===== src/rtl/rx_frame_filter.sv =====
// Store-and-forward frame validator: SYNC ADDR LEN payload CHK in, ADDR LEN payload out; first m_valid 1 cycle after entering FWD.
// Input is stalled (s_ready=0) while forwarding; output holds m_data while m_valid && !m_ready.
module rx_frame_filter #(
  parameter int         MAX_LEN     = 64,
  parameter logic [7:0] SYNC_BYTE   = 8'h55,
  parameter int         TIMEOUT_CYC = 100000
) (
  input  logic       clk,
  input  logic       rst,
  input  logic [7:0] s_data,
  input  logic       s_valid,
  output logic       s_ready,
  output logic [7:0] m_data,
  output logic       m_valid,
  input  logic       m_ready,
  output logic       frame_ok,
  output logic       busy,
  output logic [7:0] err_chk_cnt,
  output logic [7:0] err_len_cnt,
  output logic [7:0] err_to_cnt
);

  localparam int DEPTH = MAX_LEN + 2;
  localparam int AW    = (DEPTH > 1) ? $clog2(DEPTH) : 1;
  localparam int TW    = $clog2(TIMEOUT_CYC + 1);

  typedef enum logic [2:0] {HUNT, ADDR, LEN, PAYLOAD, CHK, FWD} state_t;

  state_t        state, state_nxt;
  logic [7:0]    frame_buf [DEPTH];
  logic [7:0]    chk;
  logic [7:0]    len_q;
  logic [8:0]    idx;
  logic [8:0]    rd_end;
  logic [TW-1:0] to_cnt;
  logic          in_frame, timeout, acc;
  logic          len_bad, chk_bad, chk_good;

  assign in_frame = (state == ADDR) || (state == LEN) || (state == PAYLOAD) || (state == CHK);
  assign timeout  = in_frame && (to_cnt == TW'(TIMEOUT_CYC));
  assign s_ready  = !rst && (state != FWD) && !timeout;
  assign acc      = s_valid && s_ready;
  assign busy     = (state != HUNT);
  assign rd_end   = {1'b0, len_q} + 9'd2;

  always_comb begin
    state_nxt = state;
    len_bad   = 1'b0;
    chk_bad   = 1'b0;
    chk_good  = 1'b0;
    case (state)
      HUNT: if (acc && s_data == SYNC_BYTE) state_nxt = ADDR;
      ADDR: begin
        if (timeout) state_nxt = HUNT;
        else if (acc) state_nxt = LEN;
      end
      LEN: begin
        if (timeout) state_nxt = HUNT;
        else if (acc) begin
          if (s_data == 8'd0 || int'(s_data) > MAX_LEN) begin
            state_nxt = HUNT;
            len_bad   = 1'b1;
          end else begin
            state_nxt = PAYLOAD;
          end
        end
      end
      PAYLOAD: begin
        if (timeout) state_nxt = HUNT;
        else if (acc && (idx + 9'd1) == {1'b0, len_q}) state_nxt = CHK;
      end
      CHK: begin
        if (timeout) state_nxt = HUNT;
        else if (acc) begin
          if (s_data == chk) begin
            state_nxt = FWD;
            chk_good  = 1'b1;
          end else begin
            state_nxt = HUNT;
            chk_bad   = 1'b1;
          end
        end
      end
      FWD: if (m_valid && m_ready && idx == rd_end) state_nxt = HUNT;
      default: state_nxt = HUNT;
    endcase
  end

  // Frame storage carries no reset; contents are only read after a full frame is written.
  always_ff @(posedge clk) begin
    if (acc) begin
      case (state)
        ADDR:    frame_buf[0] <= s_data;
        LEN:     frame_buf[1] <= s_data;
        PAYLOAD: frame_buf[AW'(idx + 9'd2)] <= s_data;
        default: ;
      endcase
    end
  end

  always_ff @(posedge clk) begin
    if (rst) begin
      state       <= HUNT;
      m_valid     <= 1'b0;
      m_data      <= 8'h00;
      frame_ok    <= 1'b0;
      err_chk_cnt <= 8'h00;
      err_len_cnt <= 8'h00;
      err_to_cnt  <= 8'h00;
      to_cnt      <= '0;
      idx         <= '0;
      chk         <= 8'h00;
      len_q       <= 8'h00;
    end else begin
      state    <= state_nxt;
      frame_ok <= chk_good;

      if (acc || !in_frame || timeout) to_cnt <= '0;
      else                              to_cnt <= to_cnt + TW'(1);

      if (len_bad && err_len_cnt != 8'hFF) err_len_cnt <= err_len_cnt + 8'd1;
      if (chk_bad && err_chk_cnt != 8'hFF) err_chk_cnt <= err_chk_cnt + 8'd1;
      if (timeout && err_to_cnt != 8'hFF)  err_to_cnt  <= err_to_cnt + 8'd1;

      // idx is the payload write index while receiving and the read index while forwarding.
      case (state)
        ADDR: if (acc) chk <= s_data;
        LEN: if (acc) begin
          chk   <= chk ^ s_data;
          len_q <= s_data;
          idx   <= '0;
        end
        PAYLOAD: if (acc) begin
          chk <= chk ^ s_data;
          idx <= idx + 9'd1;
        end
        CHK: if (acc) idx <= '0;
        FWD: begin
          if ((!m_valid || m_ready) && idx != rd_end) begin
            m_data  <= frame_buf[AW'(idx)];
            m_valid <= 1'b1;
            idx     <= idx + 9'd1;
          end else if (m_ready) begin
            m_valid <= 1'b0;
          end
        end
        default: ;
      endcase
    end
  end

endmodule

===== config.mk =====
export PLATFORM = sky130hd
export DESIGN_NAME = rx_frame_filter
export DESIGN_NICKNAME = d
export VERILOG_FILES = /design/src/rtl/rx_frame_filter.sv
export SDC_FILE = /design/constraint.sdc
export NUM_CORES = 1
export LEC_CHECK = 0
export ABC_CLOCK_PERIOD_IN_PS = 6130
export BUFFER_PORTS_ARGS = -buffer_cell sky130_fd_sc_hd__buf_4
export CAP_MARGIN = 20
export CORE_ASPECT_RATIO = 0.9
export CORE_MARGIN = 1
export CORE_UTILIZATION = 65
export DETAILED_ROUTE_END_ITERATION = 12
export PLACE_DENSITY = 0.85
export SLEW_MARGIN = 40
export SYNTH_ARGS = -nofsm -noshare
export SYNTH_HDL_FRONTEND = slang
export SYNTH_SLANG_ARGS = --single-unit

===== constraint.sdc =====
create_clock -name clk -period 6.13 [get_ports clk]
set_clock_uncertainty 0.2 [all_clocks]
set_input_delay 1.5325 -clock clk [delete_from_list [all_inputs] [get_ports clk]]
set_output_delay 1.5325 -clock clk [all_outputs]
set_load 0.01 [all_outputs]

==> results of run 1 <==
layer usage:
| layer | wire length, um | part of all wire [%] | vias to the layer above | global-route usage (%) |
|---|---|---|---|---|
| li1 | - | - | 6885 | - |
| met1 | 24600 | 35 | 8048 | 47.9 |
| met2 | 30500 | 44 | 1541 | 53.0 |
| met3 | 10500 | 15 | 319 | 11.2 |
| met4 | 4230 | 6.1 | 0 | 18.9 |
| met5 | 0 | 0 | - | 0 |
through the flow:
step | utilization (%) | cell area [um^2] | setup WS [ns] | total power, W | hold slack, ns
global placement | 68.7 | 25900 | 1.49 | 0.00467 | 0.281
global route | 73.7 | 27800 | 1.79 | 0.00831 | 0.339
CTS | 73.7 | 27700 | 1.99 | 0.00815 | 0.302
floorplan | - | 25100 | 2.16 | 0.00459 | 0.265
detailed placement | 68.8 | 25900 | 1.35 | 0.00467 | 0.298
finish | 73.7 | 27800 | 1.83 | 0.00816 | 0.302
area by class of cell:
cell class | count | area share, %
sequential | 607 | 62.9
multi-input combinational | 1028 | 25.9
clock buffer | 72 | 5.41
tap | 483 | 2.18
timing repair buffer | 75 | 2.11
clock inverter | 28 | 1.28
inverter | 16 | 0.216
power by group through the flow:
stage | Clock [W] | Combinational (W) | Sequential (W)
finish | 0.00357 | 0.000106 | 0.00448
detailed placement | 0 | 0.000103 | 0.00457
CTS | 0.00356 | 0.000103 | 0.00448
global route | 0.00372 | 0.000107 | 0.00448
floorplan | 0 | 0.0000129 | 0.00457
global placement | 0 | 0.000101 | 0.00457
flip-flops by register name, summed over array words and instances (netlist names):
name	count
chk	8
err_chk_cnt	8
err_len_cnt	8
err_to_cnt	8
frame_buf	528
frame_ok	1
idx	9
len_q	8
m_data	8
m_valid	1
state	3
to_cnt	17
kinds of logic (layout without fill, tap and decap cells):
family                     Yosys count  in the layout  share of synthesized area [%]
adders and majority gates            7              7                          0.349
buffers and inverters              123            191                           2.09
AOI/OAI and AO/OA                  358            358                           10.0
xor gates and xnor gates            55             55                           1.92
muxes                              178            178                           8.22
and+or+nand+nor                    430            430                           8.01
DFF                                607            607                           69.4
worst min-delay path by stage:
stage / startpoint / endpoint / depth (start not counted)
3_3_place_gp: to_cnt[11]$_SDFF_PP0_ / to_cnt[11]$_SDFF_PP0_ / 2
5_1_grt: to_cnt[10]$_SDFF_PP0_ / to_cnt[10]$_SDFF_PP0_ / 2
3_5_place_dp: to_cnt[11]$_SDFF_PP0_ / to_cnt[11]$_SDFF_PP0_ / 2
2_1_floorplan: to_cnt[0]$_SDFF_PP0_ / to_cnt[0]$_SDFF_PP0_ / 1
6_report: to_cnt[11]$_SDFF_PP0_ / to_cnt[11]$_SDFF_PP0_ / 2
4_1_cts: to_cnt[11]$_SDFF_PP0_ / to_cnt[11]$_SDFF_PP0_ / 2
worst min-delay path, stage by stage, from the launching register on:
cell and delay [ns]:
dfxtp_1 0.33, o21ai_0 0.07, a21oi_1 0.06
placed cells by master (no fill, tap or decap), types with 7 or more instances in the layout:
cell / n
a211oi_1: 10
a21oi_1: 64
a221o_1: 17
a221oi_1: 27
a22o_1: 9
a22oi_1: 37
a31oi_1: 13
a32o_1: 8
and3_1: 14
buf_4: 71
bufinv_16: 8
clkbuf_1: 13
clkbuf_16: 57
clkinv_1: 10
dfxtp_1: 75
edfxtp_1: 528
ha_1: 7
inv_1: 14
mux2_2: 57
mux2i_1: 104
mux4_2: 17
nand2_1: 100
nand2b_1: 7
nand3_1: 31
nand4_1: 14
nor2_1: 174
nor2b_1: 11
nor3_1: 23
nor4_1: 8
o211ai_1: 8
o21ai_0: 72
o221ai_1: 14
o22ai_1: 18
o2bb2ai_1: 9
or3_1: 13
xnor2_1: 23
xor2_1: 32
==> metrics, run 1 <==
Worst slew margin=33.9%; 1st-iter DRT viols=3,144; Setup crit end=frame_buf[38][5]$_DFFE_PP_; register bit total from synthesis=607; CP Class=input port to register; first-pass GRT wire length=103,000 um; Max VDD drop=273 uV; Flop pwr share=54.9%; Clock Power Share=43.8%; Yosys cell types=73; cell with the most instances after synthesis=edfxtp_1; # clock sinks=607; Commonest cells post-synth=edfxtp_1, nor2_1, mux2i_1; Final ANT Viol Nets=0; CP max stage delay=0.85 ns; First-pass DRT Iterations=6; register area share after synthesis=69.4%; die height=189 um; delay-heaviest family, CP=simple AND/OR/NAND/NOR gates; hpwl dp=40,800 um; Max Fclk=233 MHz; Starting Density=66.8%; Cell Rows=67; worst-path cell chain=buf_4, nor2b_1, nand2_1, nor2_1, nand3_1, nor2_1; Synth Area per Inst=14.3 um^2; Critical Path Source=rst; die width=209 um; register area=0.0174 mm^2; r2r setup slk=1.86 ns; Stages on worst setup path=6; critical path peak fanout=56; layout overhead on the synthesized area=10.5%; Longest Clk Path Bufs=3; combinational power share=1.3%; IO Count=48; # port buffers=47; RSZ-0062 raised after global routing=false; Warnings, synthesis=0; total of max-cap violations=0; R2R depth=7; internal power=0.00656 W; Vias=16,800; CP max stage cell=nor2_1; Arrival @ worst endpoint=4.33 ns; Final Setup Violations=0; drt wl/cell=30.2 um; clk root buf=clkbuf_16; status=completed; Slew Limit Fails=0; share of cells above drive strength 1=13.6%; area used by multi-input combinational logic=0.00720 mm^2; CP Launch Type=input port; clk slew on worst S/H paths=0.06 ns; Synth top area share=63.1%; worst r2r src=idx[0]$_SDFFE_PP0P_; Post-CTS Resized=0; Psw=0.00160 W; Setup TNS Final=0 ns; Pwr per Cell Area=294 mW/mm^2; Post-synth EDFFs=528; DRC=0; Worst Hold Class=register to register; CTS tree=yes; Tightest Pin Transition=0.979 ns; initial antenna violation count=1; syn_nets=1,777; Leak=8.71 nW; most frequent CP cell=nor2_1; Die ar.=0.0395 mm^2; fillers=2,180; worst r2r dst=m_data[4]$_SDFFE_PP0P_; crit path capture type=register; Syn Inst Count=1,758; antenna diode count=0; top_reg_cell synth=edfxtp_1; WL final=69,800 um; GR Util All Layers=35.8%; sw frac=19.6%; fin cells=2,309; CP required=6.16 ns; dominant cell type by area after synthesis=edfxtp_1; worst-skew pair later-pin latency=0.61 ns; Synth Cell Area=0.0251 mm^2; Post-CTS Setup Repair Bufs=0; vias in the first global route=16,300; period utilization=70.1%; Placed Cells=2,209; final hold violation count=0; Total Nets Final=1,803; DR vias/cell=7.27; CTS Hold Buffers Added=0; Synth async-reset ratio=0%; core area=0.0376 mm^2; RePlAce Congestion=1.01; GRT overflow=0; CP Buf/Inv Count=1; cts bufs inserted=56; pin count of the biggest net entering global routing=114; Final min period=4.30 ns; htree depth=2; main area contributors after synthesis=edfxtp_1, dfxtp_1, mux2i_1
(Power assumes the default switching activity.)
==> run 2, diff against run 1 <==
--- a/config.mk
+++ b/config.mk
@@ -5,14 +5,15 @@
 export SDC_FILE = /design/constraint.sdc
 export NUM_CORES = 1
 export LEC_CHECK = 0
-export ABC_CLOCK_PERIOD_IN_PS = 6130
+export ABC_AREA = 1
+export ABC_CLOCK_PERIOD_IN_PS = 3520
 export BUFFER_PORTS_ARGS = -buffer_cell sky130_fd_sc_hd__buf_4
 export CAP_MARGIN = 20
 export CORE_ASPECT_RATIO = 0.9
 export CORE_MARGIN = 1
-export CORE_UTILIZATION = 65
+export CORE_UTILIZATION = 56
 export DETAILED_ROUTE_END_ITERATION = 12
-export PLACE_DENSITY = 0.85
+export PLACE_DENSITY = 0.78
 export SLEW_MARGIN = 40
 export SYNTH_ARGS = -nofsm -noshare
 export SYNTH_HDL_FRONTEND = slang
==> constraint.sdc (replaced) <==
create_clock -name clk -period 3.52 [get_ports clk]
set_clock_uncertainty 0.2 [all_clocks]
set_input_delay 0.88 -clock clk [delete_from_list [all_inputs] [get_ports clk]]
set_output_delay 0.88 -clock clk [all_outputs]
set_load 0.01 [all_outputs]
==> run 2 against run 1 <==
Effect of this change:
- area after synthesis up 1.0%
- die area grew 17%
- synthesized cell count increased by 36%
- largest power group unchanged
==> metrics, run 2 <==
Slew Limit Fails=0; First-pass DRT Iterations=9; layout overhead on the synthesized area=13.0%; Worst slew margin=39.9%; Max VDD drop=534 uV; core area=0.0445 mm^2; Starting Density=57.1%; htree depth=2; Largest regs=frame_buf (528), to_cnt (17), idx (9); Yosys cell types=45; largest family of logic cells by synthesized area=simple AND/OR/NAND/NOR gates; Final min period=3.36 ns; Place WS=0.0701 ns; Longest Clk Path Bufs=3; Final ANT Viol Nets=0; Synth async-reset ratio=0%; period utilization=95.6%; drt wl/cell=21.6 um; clk root buf=clkbuf_16; dominant cell type by area after synthesis=edfxtp_1; main area contributors after synthesis=edfxtp_1, nand2_1, dfxtp_1; CP Class=register to register; first-pass GRT wire length=103,000 um; top_reg_cell synth=edfxtp_1; register area share after synthesis=68.7%; max FFs per register=528; register area=0.0174 mm^2; post-synthesis mux area share=0%; IO Count=48; CP max stage delay=0.69 ns; Pwr per Cell Area=703 mW/mm^2; area used by multi-input combinational logic=0.00707 mm^2; status=completed; Top reg by flops=frame_buf; CTS Hold Buffers Added=0; syn_nets=2,408; Vias=18,600; Cell Rows=73; most frequent cells in the layout=nand2_1, edfxtp_1, nor2_1; most frequent CP cell=nor2_1; simple-gate share of the synthesized area=20.2%; DR vias/cell=5.92; critical path peak fanout=8; DRC=0; Synth top area share=62.4%; Placed Area=0.0268 mm^2; CP Launch Type=register; total of max-cap violations=0; Max Fclk=297 MHz; RSZ-0062 raised after global routing=false; Arrival @ worst endpoint=3.42 ns; Setup TNS Final=0 ns; Post-CTS Resized=0; share of cells above drive strength 1=11.1%; CP required=3.58 ns; Commonest cells post-synth=nand2_1, edfxtp_1, nor2_1; 1st-iter DRT viols=2,565; Post-CTS Setup Repair Bufs=0; GRT overflow=0; hpwl dp=43,500 um; Final Setup Violations=0; crit path capture type=register; vias in the first global route=17,800; Synth Area in XOR/XNOR=0.828%; Design Area, Final=0.0287 mm^2; die height=204 um; final worst slack=0.156 ns; most common cell after layout, fill and taps aside=nand2_1; Die ar.=0.0462 mm^2; # clock sinks=607; worst-path cell chain=inv_1, ha_1, nand4_1, nor2_1, nand3_2, nand2_2, inv_2, nand2_4, nor2_4, nand2_1, nor2_1; cts bufs inserted=58; Synth Area in Adders=0.345%; # port buffers=47; Synth Cell Area=0.0254 mm^2; Post-synth EDFFs=528; clk slew on worst S/H paths=0.06 ns; CTS tree=yes; cell with the most instances after synthesis=nand2_1; fillers=3,251; Syn Inst Count=2,389; antenna diode count=0; Total Nets Final=2,520; Leak=10.4 nW; Tightest Pin Transition=0.901 ns; CP max stage cell=nor2_1; worst-skew pair later-pin latency=0.63 ns; WL final=68,000 um; GR Util All Layers=30.0%; RePlAce Congestion=0.941; Warnings, synthesis=0; Synth Area in Compound Gates=6.41%; register bit total from synthesis=607; Worst Hold Class=register to register; Synth Area per Inst=10.6 um^2; initial antenna violation count=1; final hold violation count=0; die width=226 um; pin count of the biggest net entering global routing=71
==> run 2: cell types whose count changed in the layout (fill, tap and decap cells not counted), sizes merged, moves of 57 or more <==
cell / change
a21oi: +106
buf: +78
inv: +75
mux2: -57
mux2i: -104
nand2: +644
nand3: +93
nor2: +110
==> run 2: worst paths after layout <==
kind / end / from / slack [ns] / cells after the start
setup reg to reg: frame_buf[32][3]$_DFFE_PP_ / to_cnt[0]$_SDFF_PP0_ / 0.16 / 11
hold reg to reg: err_len_cnt[4]$_SDFFE_PP0P_ / err_len_cnt[4]$_SDFFE_PP0P_ / 0.27 / 2
setup / recovery: frame_buf[32][3]$_DFFE_PP_ / to_cnt[0]$_SDFF_PP0_ / 0.16 / 11
hold / removal: err_len_cnt[4]$_SDFFE_PP0P_ / err_len_cnt[4]$_SDFFE_PP0P_ / 0.27 / 2
==> run 2: cells by family (layout without fill, tap and decap cells) <==
group | Yosys count | in the layout
compound gates | 314 | 314
simple gates | 1243 | 1243
buf+inv | 194 | 353
flops | 607 | 607
fa+ha+maj | 7 | 7
xor+xnor | 24 | 24
==> run 2: per-layer routing <==
| layer | share of wire [%] | track usage, % | vias to the layer above | routed length, um |
|---|---|---|---|---|
| met1 | 38 | 41.2 | 8857 | 26100 |
| met5 | 0 | 0 | - | 0 |
| met2 | 45 | 45.6 | 1154 | 30600 |
| li1 | - | - | 8426 | - |
| met3 | 13 | 7.89 | 204 | 8510 |
| met4 | 4.1 | 12.2 | 0 | 2760 |
==> run 2: critical path: cells and delay by family (launching register included) <==
| kind | cells | cell delay [ns] |
|---|---|---|
| buffers and inverters | 2 | 0.15 |
| and+or+nand+nor | 8 | 1.99 |
| DFF | 1 | 0.41 |
| adders and majority gates | 1 | 0.22 |
==> run 2: layout make-up <==
cell class              instances  area share (%)
flip-flops and latches        607            60.8
multi-input cells            1588            24.6
clock buffers                  77            5.56
repair buffers                153            4.09
well taps                     600            2.62
inverters                      93            1.23
clock inverters                30            1.09
==> run 2: report_power, final <==
group	switching (W)	leakage, nW	total [W]	internal [W]
registers	0.000151	5.38	0.00805	0.00790
logic	0.00430	4.10	0.00583	0.00152
clock network	0.00266	0.932	0.00628	0.00362
total	0.00712	10.4	0.0202	0.0130
==> run 2: per-stage QoR <==
step	instances	hold WS, ns	utilization (%)	power [W]
finish	3148	0.266	64.5	0.0202
global route	3148	0.287	64.5	0.0209
CTS	3148	0.265	64.5	0.0200
floorplan	2389	0.241	-	0.0117
detailed placement	3041	0.255	60.2	0.0138
global placement	3041	0.249	60.2	0.0136
